**src/rtl/ov7670_vga_display.sv**
```systemverilog
// VGA scan-out for the OV7670 frame buffer: 640x480@60 timing, linear RAM read
// addressing and a fixed 3-clock pipeline so colour, blank and syncs move together.
module ov7670_vga_display #(
   parameter int H_ACTIVE = 640,
   parameter int H_FP     = 16,
   parameter int H_SYNC   = 96,
   parameter int H_BP     = 48,
   parameter int V_ACTIVE = 480,
   parameter int V_FP     = 10,
   parameter int V_SYNC   = 2,
   parameter int V_BP     = 33,
   parameter int ADDR_W   = 19
) (
   input  logic              clk,
   input  logic              resetn,
   output logic [ADDR_W-1:0] frame_addr,
   input  logic [11:0]       frame_pixel,
   output logic [3:0]        vga_red,
   output logic [3:0]        vga_green,
   output logic [3:0]        vga_blue,
   output logic              vga_hsync,
   output logic              vga_vsync,
   output logic              blank,
   output logic              frame_start
);

   localparam int H_TOTAL = H_ACTIVE + H_FP + H_SYNC + H_BP;
   localparam int V_TOTAL = V_ACTIVE + V_FP + V_SYNC + V_BP;
   localparam int CW      = $clog2((H_TOTAL > V_TOTAL) ? H_TOTAL : V_TOTAL);

   localparam logic [CW-1:0]     H_ACT_C   = CW'(H_ACTIVE);
   localparam logic [CW-1:0]     H_LAST    = CW'(H_TOTAL - 1);
   localparam logic [CW-1:0]     HS_START  = CW'(H_ACTIVE + H_FP);
   localparam logic [CW-1:0]     HS_END    = CW'(H_ACTIVE + H_FP + H_SYNC);
   localparam logic [CW-1:0]     V_ACT_C   = CW'(V_ACTIVE);
   localparam logic [CW-1:0]     V_LAST    = CW'(V_TOTAL - 1);
   localparam logic [CW-1:0]     VS_START  = CW'(V_ACTIVE + V_FP);
   localparam logic [CW-1:0]     VS_END    = CW'(V_ACTIVE + V_FP + V_SYNC);
   localparam logic [ADDR_W-1:0] ADDR_LAST = ADDR_W'(H_ACTIVE * V_ACTIVE - 1);

   logic [CW-1:0]     hcnt;
   logic [CW-1:0]     vcnt;
   logic [ADDR_W-1:0] addr_cnt;
   logic              active;
   logic              hs_raw;
   logic              vs_raw;
   logic              first_px;
   logic              frame_end;

   assign active    = (hcnt < H_ACT_C) && (vcnt < V_ACT_C);
   assign hs_raw    = !((hcnt >= HS_START) && (hcnt < HS_END));
   assign vs_raw    = !((vcnt >= VS_START) && (vcnt < VS_END));
   assign first_px  = (hcnt == '0) && (vcnt == '0);
   assign frame_end = (hcnt == H_LAST) && (vcnt == V_LAST);

   // NOTE: state registers use non-blocking assignments so every flop samples
   // pre-edge values; blocking here would let later stages see this edge's update.
   always_ff @(posedge clk or negedge resetn) begin
      if (!resetn) begin
         hcnt <= '0;
         vcnt <= '0;
      end else if (hcnt == H_LAST) begin
         hcnt <= '0;
         vcnt <= (vcnt == V_LAST) ? '0 : vcnt + CW'(1);
      end else begin
         hcnt <= hcnt + CW'(1);
      end
   end

   // Forcing addr_cnt to 0 at the last counter position re-aligns each frame
   // even if the count ever drifted.
   always_ff @(posedge clk or negedge resetn) begin
      if (!resetn) begin
         addr_cnt   <= '0;
         frame_addr <= '0;
      end else begin
         if (active) frame_addr <= addr_cnt;
         if (frame_end)
            addr_cnt <= '0;
         else if (active)
            addr_cnt <= (addr_cnt == ADDR_LAST) ? '0 : addr_cnt + ADDR_W'(1);
      end
   end

   logic active_d1, active_d2;
   logic hs_d1, hs_d2;
   logic vs_d1, vs_d2;
   logic first_d1, first_d2;

   // Two delay stages here; the output registers form the third, matching the
   // address register plus the RAM's one-clock read latency.
   always_ff @(posedge clk or negedge resetn) begin
      if (!resetn) begin
         active_d1 <= 1'b0;
         active_d2 <= 1'b0;
         hs_d1     <= 1'b1;
         hs_d2     <= 1'b1;
         vs_d1     <= 1'b1;
         vs_d2     <= 1'b1;
         first_d1  <= 1'b0;
         first_d2  <= 1'b0;
      end else begin
         active_d1 <= active;
         active_d2 <= active_d1;
         hs_d1     <= hs_raw;
         hs_d2     <= hs_d1;
         vs_d1     <= vs_raw;
         vs_d2     <= vs_d1;
         first_d1  <= first_px;
         first_d2  <= first_d1;
      end
   end

   always_ff @(posedge clk or negedge resetn) begin
      if (!resetn) begin
         vga_red     <= 4'h0;
         vga_green   <= 4'h0;
         vga_blue    <= 4'h0;
         vga_hsync   <= 1'b1;
         vga_vsync   <= 1'b1;
         blank       <= 1'b1;
         frame_start <= 1'b0;
      end else begin
         vga_red     <= active_d2 ? frame_pixel[11:8] : 4'h0;
         vga_green   <= active_d2 ? frame_pixel[7:4]  : 4'h0;
         vga_blue    <= active_d2 ? frame_pixel[3:0]  : 4'h0;
         vga_hsync   <= hs_d2;
         vga_vsync   <= vs_d2;
         blank       <= !active_d2;
         frame_start <= first_d2;
      end
   end

endmodule

```
**config.mk**
```make
export PLATFORM = sky130hd
export DESIGN_NAME = ov7670_vga_display
export DESIGN_NICKNAME = d
export VERILOG_FILES = /design/src/rtl/ov7670_vga_display.sv
export SDC_FILE = /design/constraint.sdc
export NUM_CORES = 1
export LEC_CHECK = 0
export BUFFER_PORTS_ARGS = -buffer_cell sky130_fd_sc_hd__buf_2
export CAP_MARGIN = 10
export CORE_ASPECT_RATIO = 0.5
export CORE_MARGIN = 5
export CORE_UTILIZATION = 51
export CTS_CLUSTER_DIAMETER = 100
export DETAILED_ROUTE_END_ITERATION = 8
export GPL_TIMING_DRIVEN = 0
export PLACE_DENSITY_LB_ADDON = 0.2
export SYNTH_ARGS = -nofsm -noshare
export SYNTH_HDL_FRONTEND = slang
export SYNTH_SLANG_ARGS = --single-unit
```
**constraint.sdc**
```tcl
create_clock -name clk -period 2.1 [get_ports clk]
set_clock_uncertainty 0.05 [all_clocks]
set_input_delay 0.21 -clock clk [delete_from_list [all_inputs] [get_ports clk]]
set_output_delay 0.21 -clock clk [all_outputs]
set_load 0.1 [all_outputs]
```
Word-level counts from Yosys, hierarchy flattened. Cells that the tools add are included.

Flip-flop bits (word level): 82. Input port bits: 14. Word-level logic and storage cells: 50.

$add $sub $neg: 3. Magnitude comparators: 6. Equal/unequal tests: 3. Mux-type cells: 8. Reductions and logical operators: 11.

Operators by type and width (count): $mux 19 (3); $add 10x1->10 const B (2); $eq 10x10->1 const B (2); $logic_not 10->1 (2); $lt 10x10->1 const B (2); $lt 10x9->1 const B (2); $mux 10 (2); $add 19x1->19 const B (1); $eq 19x19->1 const B (1); $mux 4 (3); $ge 10x10->1 const B (1); $ge 10x9->1 const B (1); $logic_and 1x1->1 (5); $logic_not 1->1 (3); $reduce_bool 2->1 (1).

Longest topological paths before layout. Gate-level depths: netlist (run 1).

Depth in word-level cells: 4. Depth in mapped cells: 7.

Worst setup path after synthesis (run 1). OpenSTA, ideal clock, no wires.

Path kind: flip-flop to flip-flop. Start point: reg vcnt[0]. End point: reg vcnt[8]. Library setup time: 0.125 ns. Arrival: 2.183 ns. Setup slack: -0.257 ns. Cell stages (with the launch flop): 8. Path buffers: 0. Clock period less this slack: 2.357 ns. Cell sequence: dfrtp_1 > inv_1 > ha_1 > or4b_1 > or4_4 > nor4_4 > nor2_1 > mux2_2.

Word-level cells in the longest chain between the ends: 2.

RTL lines: start: declaration (RTL line 42) `logic [CW-1:0] vcnt;`; start signal: assignment (RTL line 64) `vcnt <= (vcnt == V_LAST) ? '0 : vcnt + CW'(1);`; $add 10x1->10 / $eq 10x10->1 (equally long branches) (RTL line 64); $mux 10 * (RTL line 64).

Every way passes the cells marked *; elsewhere a longest branch is shown, timed or not. A chain may end at the register's enable or synchronous reset.

Final worst setup path (run 1). Same ends and word-level chain as after synthesis.

==> impl_metrics.tcl, run 1 <==
set metrics [dict create \
    status "complete, but fails checks" \
    violations "setup timing" \
    drt_iter0_drc 238 \
    synth_top_family_by_area "simple AND/OR/NAND/NOR gates" \
    hold_depth 2 \
    drive_above_1_share 0.281 \
    cts_tree "yes" \
    num_io_pins 49 \
    yosys_register_bits 82 \
    p_int_uw 2700 \
    placed_area_sq_mm 0.00391 \
    hp-class "primary input to flop" \
    cp_top_family "simple AND/OR/NAND/NOR gates" \
    crit_path_max_incr_delay_ps 460 \
    htreeDepth 3 \
    seq_power_share 0.464 \
    insertion_delay_ps 330 \
    antenna_found_initial 0 \
    clkPwrFrac 0.490 \
    fmax_mhz 437 \
    avgRoutedWirePerCell_microns 15.4 \
    grt_use_total 0.200 \
    io_buffers 48 \
    nets 437 \
    cts-buffers-inserted 9 \
    cp_num_buf_inv 2 \
    gr-total-overflow 0 \
    grt_max_degree 70 \
    antennaDiodeCount 0 \
    grt_pass1_wl_microns 13600 \
    drt-total-wl_microns 7950 \
    grt_pass1_vias 2818 \
    p_sw_uw 742 \
    tightest_slew_ps 718 \
    synthMuxAreaShare 0.0146 \
    path_cells "inv_2, ha_1, or4b_4, or4_4, nor4_4, buf_4, nor2_1, mux2_4" \
    r2r.worst_path.cells 8 \
    sw_frac_of_total 0.216 \
    r2r_slack_ps -190 \
    max-cap-violations 0 \
    firstDrtPassIters 4 \
    seq_area_frac_synth 0.586 \
    clkSlewWorstSetupHoldPaths_ps 60 \
    areaGrowthSynthToFinish_pct 27.3 \
    coreArea_sq_mm 0.00670 \
    netlist_instances 345 \
    dieArea_sq_mm 0.00876 \
    root_buffer "clkbuf_16" \
    whs_endpoint "vga_green[2]" \
    syn_area_sq_mm 0.00352 \
    leakage_uw 0.00219 \
    period_needed_ps 2290 \
    end_kind "flop" \
    synth_xor_area_frac 0.0373 \
    r2r-end "vcnt[8]" \
    reg2reg_from "vcnt[0]" \
    post-place-cells 486 \
    vias 2829 \
    cts_buffer_depth 2 \
    cp_data_arrival_time_ps 2460 \
    ant_nets 0 \
    critPathLaunchType "flop" \
    total_power_uw 3440 \
    syn_avg_cell_area_sq_um 10.2 \
    finalInstanceArea_sq_mm 0.00448 \
    synthDistinctLibCells 40 \
    finalNonFillerCells 515 \
    finalMaxSlewViolations 0 \
    setup_ws_ps -186 \
    slowest_stage "or4_4" \
    crit_type "flop to flop" \
    max-vdd-ir-drop_uv 386 \
    synth-adder-area-share 0.0178 \
    rsz0062_at_grt "true" \
    critPathRequiredTime_ps 2270 \
    place_congestion 0.892 \
    cts_sinks 82 \
    synth_nets 364 \
    min_from "frame_pixel[6]" \
    synth-compound-area-share 0.0565 \
    setup_viol 19 \
    placementRows 21 \
    relSlewSlack 0.517 \
    startpoint "vcnt[0]" \
    comb_power_share 0.046 \
    yosys.area_share.simple 0.262 \
    dp_slack_ps -607 \
    yosysWarnings 0 \
    path_max_fanout 2 \
    hpwl_microns 5220 \
    route.detailed.drc 0 \
    initial_core_util 0.525 \
    post-route-period-util 1.09 \
    utilization 0.669 \
    via_per_inst 5.49 \
    die_y_microns 68.7 \
    die_w_microns 127 \
    power_density_mw_per_mm2 767 \
    hold_viol_final 0 \
]
==> flip-flops by register name, summed over array words and instances (netlist names), 4 cells and up <==
| register | count |
|---|---|
| vcnt | 10 |
| vga_blue | 4 |
| vga_green | 4 |
| frame_addr | 19 |
| addr_cnt | 19 |
| hcnt | 10 |
| vga_red | 4 |
==> per-layer routing <==
layer  GRT usage  vias to the layer above  wire length, microns
met3      0.0615                       20                   605
met4      0.0909                        0                   195
met1       0.244                     1365                  3440
met2       0.334                      102                  3710
met5           0                        -                     0
li1            -                     1342                     -
==> cell usage in the layout (no fill, tap or decap), drive strengths merged, types with 5 or more instances in the layout <==
cell	count
dfrtp	75
nand2	69
buf	63
nor2	21
clkbuf	20
a21oi	16
and2	14
nand3	13
o21ai	13
nand4	12
nor3	12
inv	11
xor2	9
nor4	9
dfstp	7
and3	6
xnor2	6
or4	5
ha	5
==> worst max path at each step <==
stage | depth (start not counted) | endpoint | slack, ps
detailed placement | 7 | addr_cnt[15] | -610
finish | 8 | vcnt[8] | -190
CTS | 8 | vcnt[8] | -150
global route | 8 | vcnt[8] | -240
floorplan | 7 | vcnt[8] | -250
global placement | 7 | addr_cnt[15] | -560
==> Yosys cell counts <==
library cell	instances	area [sq um]
a311oi_1	1	8.76
nor3_1	12	60.1
or4b_1	1	10.0
nand3_1	13	65.1
nand4b_1	3	26.3
nor2_1	21	78.8
nand2_1	69	259
or2_2	1	6.26
clkbuf_1	11	41.3
mux2i_1	4	40.0
nand3b_1	3	22.5
o21ai_0	13	65.1
o31ai_1	2	15.0
nand4_1	12	75.1
dfstp_2	7	184
and3_1	6	37.5
ha_1	5	62.6
nor4b_1	1	8.76
and2_1	14	87.6
inv_1	11	41.3
a21oi_1	16	80.1
and4_1	3	26.3
or4_4	1	11.3
xor2_1	9	78.8
o21a_1	1	7.51
nor4_4	1	21.3
or3_1	1	6.26
a22oi_1	1	7.51
a31oi_1	1	6.26
mux2_2	1	11.3
or4_1	4	30.0
a31o_2	1	8.76
nand2b_1	1	6.26
nor2b_1	1	6.26
or4b_2	2	20.0
dfrtp_1	75	1880
nor4_1	8	50.1
xnor2_1	6	52.6
or3b_1	1	8.76
buf_4	1	7.51
==> metrics by stage <==
| step | hold slack, ps | setup TNS, ps |
|---|---|---|
| 6_report | 37.9 | -2200 |
| 5_1_grt | 24.4 | -3540 |
| 4_1_cts | 27.6 | -1790 |
| 3_5_place_dp | 24.2 | -12810 |
| 3_3_place_gp | 283 | -12060 |
| 2_1_floorplan | -136 | -2940 |
==> power groups by stage <==
stage | logic, uW | registers (uW) | clock network (uW)
floorplan | 7.79 | 1710 | 0
global placement | 151 | 1620 | 0
detailed placement | 160 | 1620 | 0
CTS | 162 | 1600 | 1720
global route | 170 | 1600 | 1790
finish | 159 | 1600 | 1680
==> cell type report <==
type                       count  area [sq um]
inverter                      11          41.3
fill                         505          2220
multi-input combinational    240          1470
sequential                    82          2060
buffer                        10          43.8
clock buffer                  10           239
clock inverter                 6          90.1
timing repair buffer          64           417
tap                           92           115
==> kinds of logic after synthesis <==
logic type | Yosys count
multiplexers | 5
adder cells (fa/ha/maj) | 5
flip-flops | 82
AND/OR/NAND/NOR | 179
XOR/XNOR | 15
buffers and inverters | 23
AO/OA/AOI/OAI | 36
==> repair_timing <==
action,in CTS,in global routing
pin swaps,1,1
setup buffers,11,2
gates resized for setup,19,22
hold buffers,1,0
gates cloned,1,0
hold endpoints to repair,52,0
endpoints found under the setup margin,35,46
Power figures use the tool's default switching activity.
==> run 2, diff against run 1 <==
--- a/config.mk
+++ b/config.mk
@@ -13,7 +13,7 @@
 export CTS_CLUSTER_DIAMETER = 100
 export DETAILED_ROUTE_END_ITERATION = 8
 export GPL_TIMING_DRIVEN = 0
-export PLACE_DENSITY_LB_ADDON = 0.2
+export PLACE_DENSITY = 0.73
 export SYNTH_ARGS = -nofsm -noshare
 export SYNTH_HDL_FRONTEND = slang
 export SYNTH_SLANG_ARGS = --single-unit
==> run 2 against run 1 <==
The run still ends with setup timing left. Combinational power barely moved. Clock-buffer cell count did not move. Worst hold slack got worse by 1.6 ps. Sequential share of layout area fell by 0.25 points. Die area did not move. First-iteration DRC count fell by 12%. Register-to-register slack got worse by 130 ps. Setup slack got worse by 130 ps. Flip-flop and latch count did not move. Utilization rose by 0.32 points. Critical endpoint is now addr_cnt[6]. Largest cell class unchanged. Largest power group unchanged.
==> impl_metrics.tcl, run 2 (same netlist as run 1, synthesis figures left out) <==
set metrics [dict create \
    grt_use_total 0.194 \
    period_needed_ps 2410 \
    place_congestion 0.857 \
    r2r-end "addr_cnt[6]" \
    finalNonFillerCells 515 \
    io_buffers 48 \
    crit_path_max_incr_delay_ps 460 \
    antenna_found_initial 0 \
    critPathRequiredTime_ps 2270 \
    die_y_microns 68.7 \
    whs_ps 36.3 \
    areaGrowthSynthToFinish_pct 27.9 \
    max-vdd-ir-drop_uv 393 \
    utilization 0.672 \
    gr-total-overflow 0 \
    relSlewSlack 0.665 \
    placementRows 21 \
    avgRoutedWirePerCell_microns 16.0 \
    crit_type "flop to flop" \
    reg2reg_from "vcnt[1]" \
    reg.largest.list "addr_cnt x19, frame_addr x19" \
    tightest_slew_ps 507 \
    coreArea_sq_mm 0.00670 \
    hp-class "primary input to flop" \
    cp_top_family "simple AND/OR/NAND/NOR gates" \
    ant_nets 0 \
    leakage_uw 0.00219 \
    fillCellCount 487 \
    cts_tree "yes" \
    whs_endpoint "vga_red[0]" \
    drt_iter0_drc 209 \
    r2r_slack_ps -310 \
    path_max_fanout 5 \
    fmax_mhz 414 \
    violations "setup timing" \
    hold_viol_final 0 \
    hold_depth 2 \
    rsz0062_at_grt "true" \
    hpwl_microns 5100 \
    r2r.worst_path.cells 8 \
    initial_core_util 0.525 \
    htreeDepth 3 \
    route.detailed.drc 0 \
    power_density_mw_per_mm2 787 \
    cts_buffer_depth 2 \
    final_cell_mix "dfrtp_1 (75), nand2_1 (69), buf_2 (47), nor2_1 (17), and2_1 (14)" \
    via_per_inst 5.55 \
    grt_max_degree 71 \
    min_from "frame_pixel[8]" \
    max-cap-violations 0 \
    grt_pass1_wl_microns 13300 \
    end_kind "flop" \
    slowest_stage "or4b_4" \
    cts_sinks 82 \
    post-place-cells 486 \
    setup-tns-final_ps -5310 \
    num_io_pins 49 \
    cp_data_arrival_time_ps 2590 \
    path_cells "inv_2, ha_4, or4b_4, or4_4, nor4_4, buf_4, clkbuf_16, a21oi_1" \
    grt_pass1_vias 2847 \
    setup_viol 20 \
    dieArea_sq_mm 0.00876 \
    status "complete, but fails checks" \
    drive_above_1_share 0.279 \
    insertion_delay_ps 340 \
    critPathLaunchType "flop" \
    die_w_microns 127 \
    setup_ws_ps -314 \
    layout_commonest_cell "dfrtp_1" \
    cp_num_buf_inv 3 \
    finalMaxSlewViolations 0 \
    clkSlewWorstSetupHoldPaths_ps 70 \
    cts-buffers-inserted 9 \
    vias 2857 \
    post-route-period-util 1.15 \
    antennaDiodeCount 0 \
    drt-total-wl_microns 8220 \
    root_buffer "clkbuf_16" \
    firstDrtPassIters 4 \
    nets 437 \
]
run 2: cell count changes in the layout (fill, tap and decap cells not counted), sizes merged:
cell	previous run	this run
clkinvlp	1	2
clkbuf	20	22
buf	63	61
bufinv	2	3
clkinv	3	0
inv	11	12
run 2: worst register-to-register path, cell delays in order (launching register included):
cell	delay, ps
dfrtp_1	390
inv_2	90
ha_4	130
or4b_4	460
or4_4	450
nor4_4	330
buf_4	210
clkbuf_16	140
a21oi_1	40
run 2: worst max path at each step:
stage / start / end / slack, ps / cells past startpoint
floorplan: vcnt[0] / vcnt[8] / -250 / 7
global placement: vcnt[0] / addr_cnt[15] / -540 / 7
detailed placement: vcnt[1] / addr_cnt[15] / -580 / 7
CTS: vcnt[1] / vcnt[9] / -250 / 8
global route: vcnt[1] / addr_cnt[6] / -380 / 8
finish: vcnt[1] / addr_cnt[6] / -310 / 8
run 2: layer usage:
layer  up-vias  global-route usage  share of wire
met5         -                   0              0
met4         0              0.0896          0.026
met3        21              0.0477          0.067
met2        88               0.332           0.47
met1      1411               0.238           0.44
li1       1337                   -              -
run 2: stage by stage:
| stage | instance area (sq um) | power (uW) | setup WS, ps |
|---|---|---|---|
| after floorplan | 3520 | 1720 | -248 |
| after global placement | 3880 | 1770 | -535 |
| after detailed placement | 3910 | 1780 | -575 |
| after CTS | 4370 | 3560 | -246 |
| after global routing | 4500 | 3650 | -376 |
| final | 4500 | 3540 | -314 |
run 2: area by class of cell:
| class | instances | area, sq um | area share |
|---|---|---|---|
| Inverter | 11 | 41.3 | 0.00917 |
| Clock buffer | 10 | 229 | 0.0509 |
| Multi-Input combinational cell | 240 | 1480 | 0.329 |
| Sequential cell | 82 | 2060 | 0.458 |
| Tap cell | 92 | 115 | 0.0256 |
| Timing Repair Buffer | 63 | 407 | 0.0904 |
| Clock inverter | 6 | 114 | 0.0253 |
| Buffer | 11 | 55.1 | 0.0122 |
run 2: report_power, final:
group | leakage (uW) | switching (uW) | internal (uW)
registers | 0.00104 | 2.35 | 1590
clock network | 0.000159 | 624 | 1170
logic | 0.000990 | 129 | 29.2
run 2: timing repair:
action                                 in CTS  in global routing
gates resized for setup                    16                 28
buffers inserted                            9                  3
hold buffers                                1                  0
pin swaps                                   3                  4
endpoints found under the hold margin      20                  0
setup endpoints to repair                  35                 47
cloned                                      0                  1
==> run 3, diff against run 2 <==
--- a/config.mk
+++ b/config.mk
@@ -5,11 +5,14 @@
 export SDC_FILE = /design/constraint.sdc
 export NUM_CORES = 1
 export LEC_CHECK = 0
+export ABC_AREA = 1
 export BUFFER_PORTS_ARGS = -buffer_cell sky130_fd_sc_hd__buf_2
 export CAP_MARGIN = 10
+export CELL_PAD_IN_SITES_DETAIL_PLACEMENT = 2
+export CELL_PAD_IN_SITES_GLOBAL_PLACEMENT = 2
 export CORE_ASPECT_RATIO = 0.5
 export CORE_MARGIN = 5
-export CORE_UTILIZATION = 51
+export CORE_UTILIZATION = 31
 export CTS_CLUSTER_DIAMETER = 100
 export DETAILED_ROUTE_END_ITERATION = 8
 export GPL_TIMING_DRIVEN = 0
==> run 3 against run 2 <==
The run now ends clean. Clock power down 2%. Sequential power is essentially flat. Wire length increased by 42%. Worst hold slack lost 24 ps. Global-route usage shrank 2.6 points. Non-clock buffer count shrank 11. Utilization is 28 points lower. Synthesized cell count up 35%. Critical path type unchanged. Largest power group unchanged.
==> impl_metrics.tcl, run 3 <==
set metrics [dict create \
    status "finished, final reports clean" \
    antennaDiodeCount 0 \
    reg.largest.list "addr_cnt x19, frame_addr x19" \
    clkSlewWorstSetupHoldPaths_ps 70 \
    hpwl_microns 8510 \
    synth_top_area_share 0.486 \
    critPathLaunchType "flop" \
    htreeDepth 3 \
    ant_nets 0 \
    yosysMostFrequentCell "nand2_1" \
    synth_nets 486 \
    insertion_delay_ps 340 \
    finalMaxSlewViolations 0 \
    syn_area_sq_mm 0.00386 \
    yosys_register_bits 82 \
    die_y_microns 88.9 \
    grt_max_degree 66 \
    coreArea_sq_mm 0.0120 \
    avgRoutedWirePerCell_microns 16.7 \
    areaGrowthSynthToFinish_pct 21.1 \
    yosys.area.top_type "dfrtp_1" \
    final_cell_mix "nand2_1 (120), dfrtp_1 (75), inv_1 (66), buf_2 (53), nand3_1 (50)" \
    hp-class "primary input to flop" \
    root_buffer "clkbuf_16" \
    route.detailed.drc 0 \
    leakage_uw 0.00241 \
    crit_type "flop to flop" \
    num_io_pins 49 \
    drive_above_1_share 0.167 \
    setup_viol 0 \
    gr-total-overflow 0 \
    utilization 0.389 \
    dieArea_sq_mm 0.0149 \
    rsz0062_at_grt "false" \
    cp_data_arrival_time_ps 2070 \
    cts_setup_buffers 0 \
    netlist_instances 467 \
    firstDrtPassIters 4 \
    max-cap-violations 0 \
    initial_core_util 0.322 \
    ys.flop_type "dfrtp_1" \
    placed_area_sq_mm 0.00434 \
    placementRows 28 \
    synthDistinctLibCells 27 \
    tightest_slew_ps 597 \
    synth_edf_count 0 \
    yosysWarnings 0 \
    fillCellCount 1384 \
    synth_area_leaders "dfrtp_1 (49%), nand2_1 (12%), nand3_1 (6.5%)" \
    async_flop_share 1.00 \
    grt_pass1_wl_microns 19600 \
    relSlewSlack 0.602 \
    die_w_microns 168 \
    syn_avg_cell_area_sq_um 8.27 \
    nets 547 \
    period_needed_ps 1890 \
    io_buffers 48 \
    max-vdd-ir-drop_uv 302 \
    fmax_mhz 529 \
    vias 3331 \
    cts_buffer_depth 2 \
    seq_area_frac_synth 0.533 \
    antenna_found_initial 0 \
    cts_tree "yes" \
    whs_ps 12.3 \
    ys_top_cells_by_count "nand2_1 (120), dfrtp_1 (75), inv_1 (66)" \
    post-route-period-util 0.901 \
    grt_pass1_vias 3757 \
    drt_iter0_drc 154 \
    cts_sinks 82 \
    end_kind "flop" \
    layout_commonest_cell "nand2_1" \
    grt_use_total 0.168 \
    cts-buffers-inserted 9 \
    drt-total-wl_microns 11600 \
    setup-tns-final_ps 0 \
    path_max_fanout 10 \
    total_power_uw 3510 \
    place_congestion 0.775 \
    power_density_mw_per_mm2 750 \
    hold_viol_final 0 \
    via_per_inst 4.77 \
    finalInstanceArea_sq_mm 0.00468 \
    critPathRequiredTime_ps 2270 \
]
[run 3: path summary, 6_finish.rpt]
check / end / from / slack, ps / depth (start not counted)
min in group asynchronous: hcnt[4] / resetn / 250 / 2
min: vga_blue[0] / frame_pixel[0] / 10 / 3
max in group asynchronous: hs_d2 / resetn / 1100 / 3
max reg2reg: addr_cnt[17] / vcnt[0] / 210 / 10
max: addr_cnt[17] / vcnt[0] / 210 / 10
min reg2reg: frame_start / first_d2 / 300 / 0
[run 3: report_power, final]
group	internal, uW	leakage (uW)	switching, uW
clock	1080	0.000159	675
sequential	1590	0.00104	2.59
combinational	27.5	0.00121	137
total	2700	0.00241	814
[run 3: metrics by stage]
| stage | instances | setup slack [ps] |
|---|---|---|
| detailed placement | 681 | 226 |
| global placement | 680 | -11.4 |
| floorplan | 467 | 584 |
| finish | 698 | 208 |
| CTS | 698 | 196 |
| global route | 698 | 42.7 |
[run 3: worst max-delay path: stages, from the launching register on]
cell and delay, ps:
dfrtp_1 470, inv_1 160, ha_1 210, nand2_1 60
nor2_1 110, nand2_1 70, nor2_1 210, nand2_4 100
clkbuf_8 200, nand3_1 80, nand2_1 70
[run 3: timing repair]
action | 4_1_cts | 5_1_grt
hold buffers | 1 | 0
resized for setup | 0 | 0
hold endpoints to repair | 17 | 0
[run 3: logic make-up (layout without fill, tap and decap cells)]
group / Yosys count / in the layout / share of synthesized area
adders and majority gates: 5 / 5 / 0.0162
and+or+nand+nor: 242 / 242 / 0.274
xor gates and xnor gates: 14 / 14 / 0.0317
buffers and inverters: 80 / 146 / 0.0871
AOI/OAI and AO/OA: 44 / 44 / 0.0576
DFF: 82 / 82 / 0.533
[run 3: layout make-up]
type	instances	area, sq um	area share
clock buffer	10	239	0.0511
buffer	13	85.1	0.0182
clock inverter	6	90.1	0.0193
multi-input combinational	305	1470	0.313
sequential	82	2060	0.440
inverter	67	251	0.0537
tap	165	206	0.0441
timing repair buffer	50	280	0.0599
[run 3: routing by layer]
| metal | track usage | part of all wire | vias up | wire (microns) |
|---|---|---|---|---|
| met2 | 0.313 | 0.52 | 26 | 6050 |
| met4 | 0.0353 | 0.0070 | 0 | 82 |
| met3 | 0.0331 | 0.022 | 10 | 260 |
| li1 | - | - | 1601 | - |
| met1 | 0.206 | 0.45 | 1694 | 5250 |
| met5 | 0 | 0 | - | 0 |
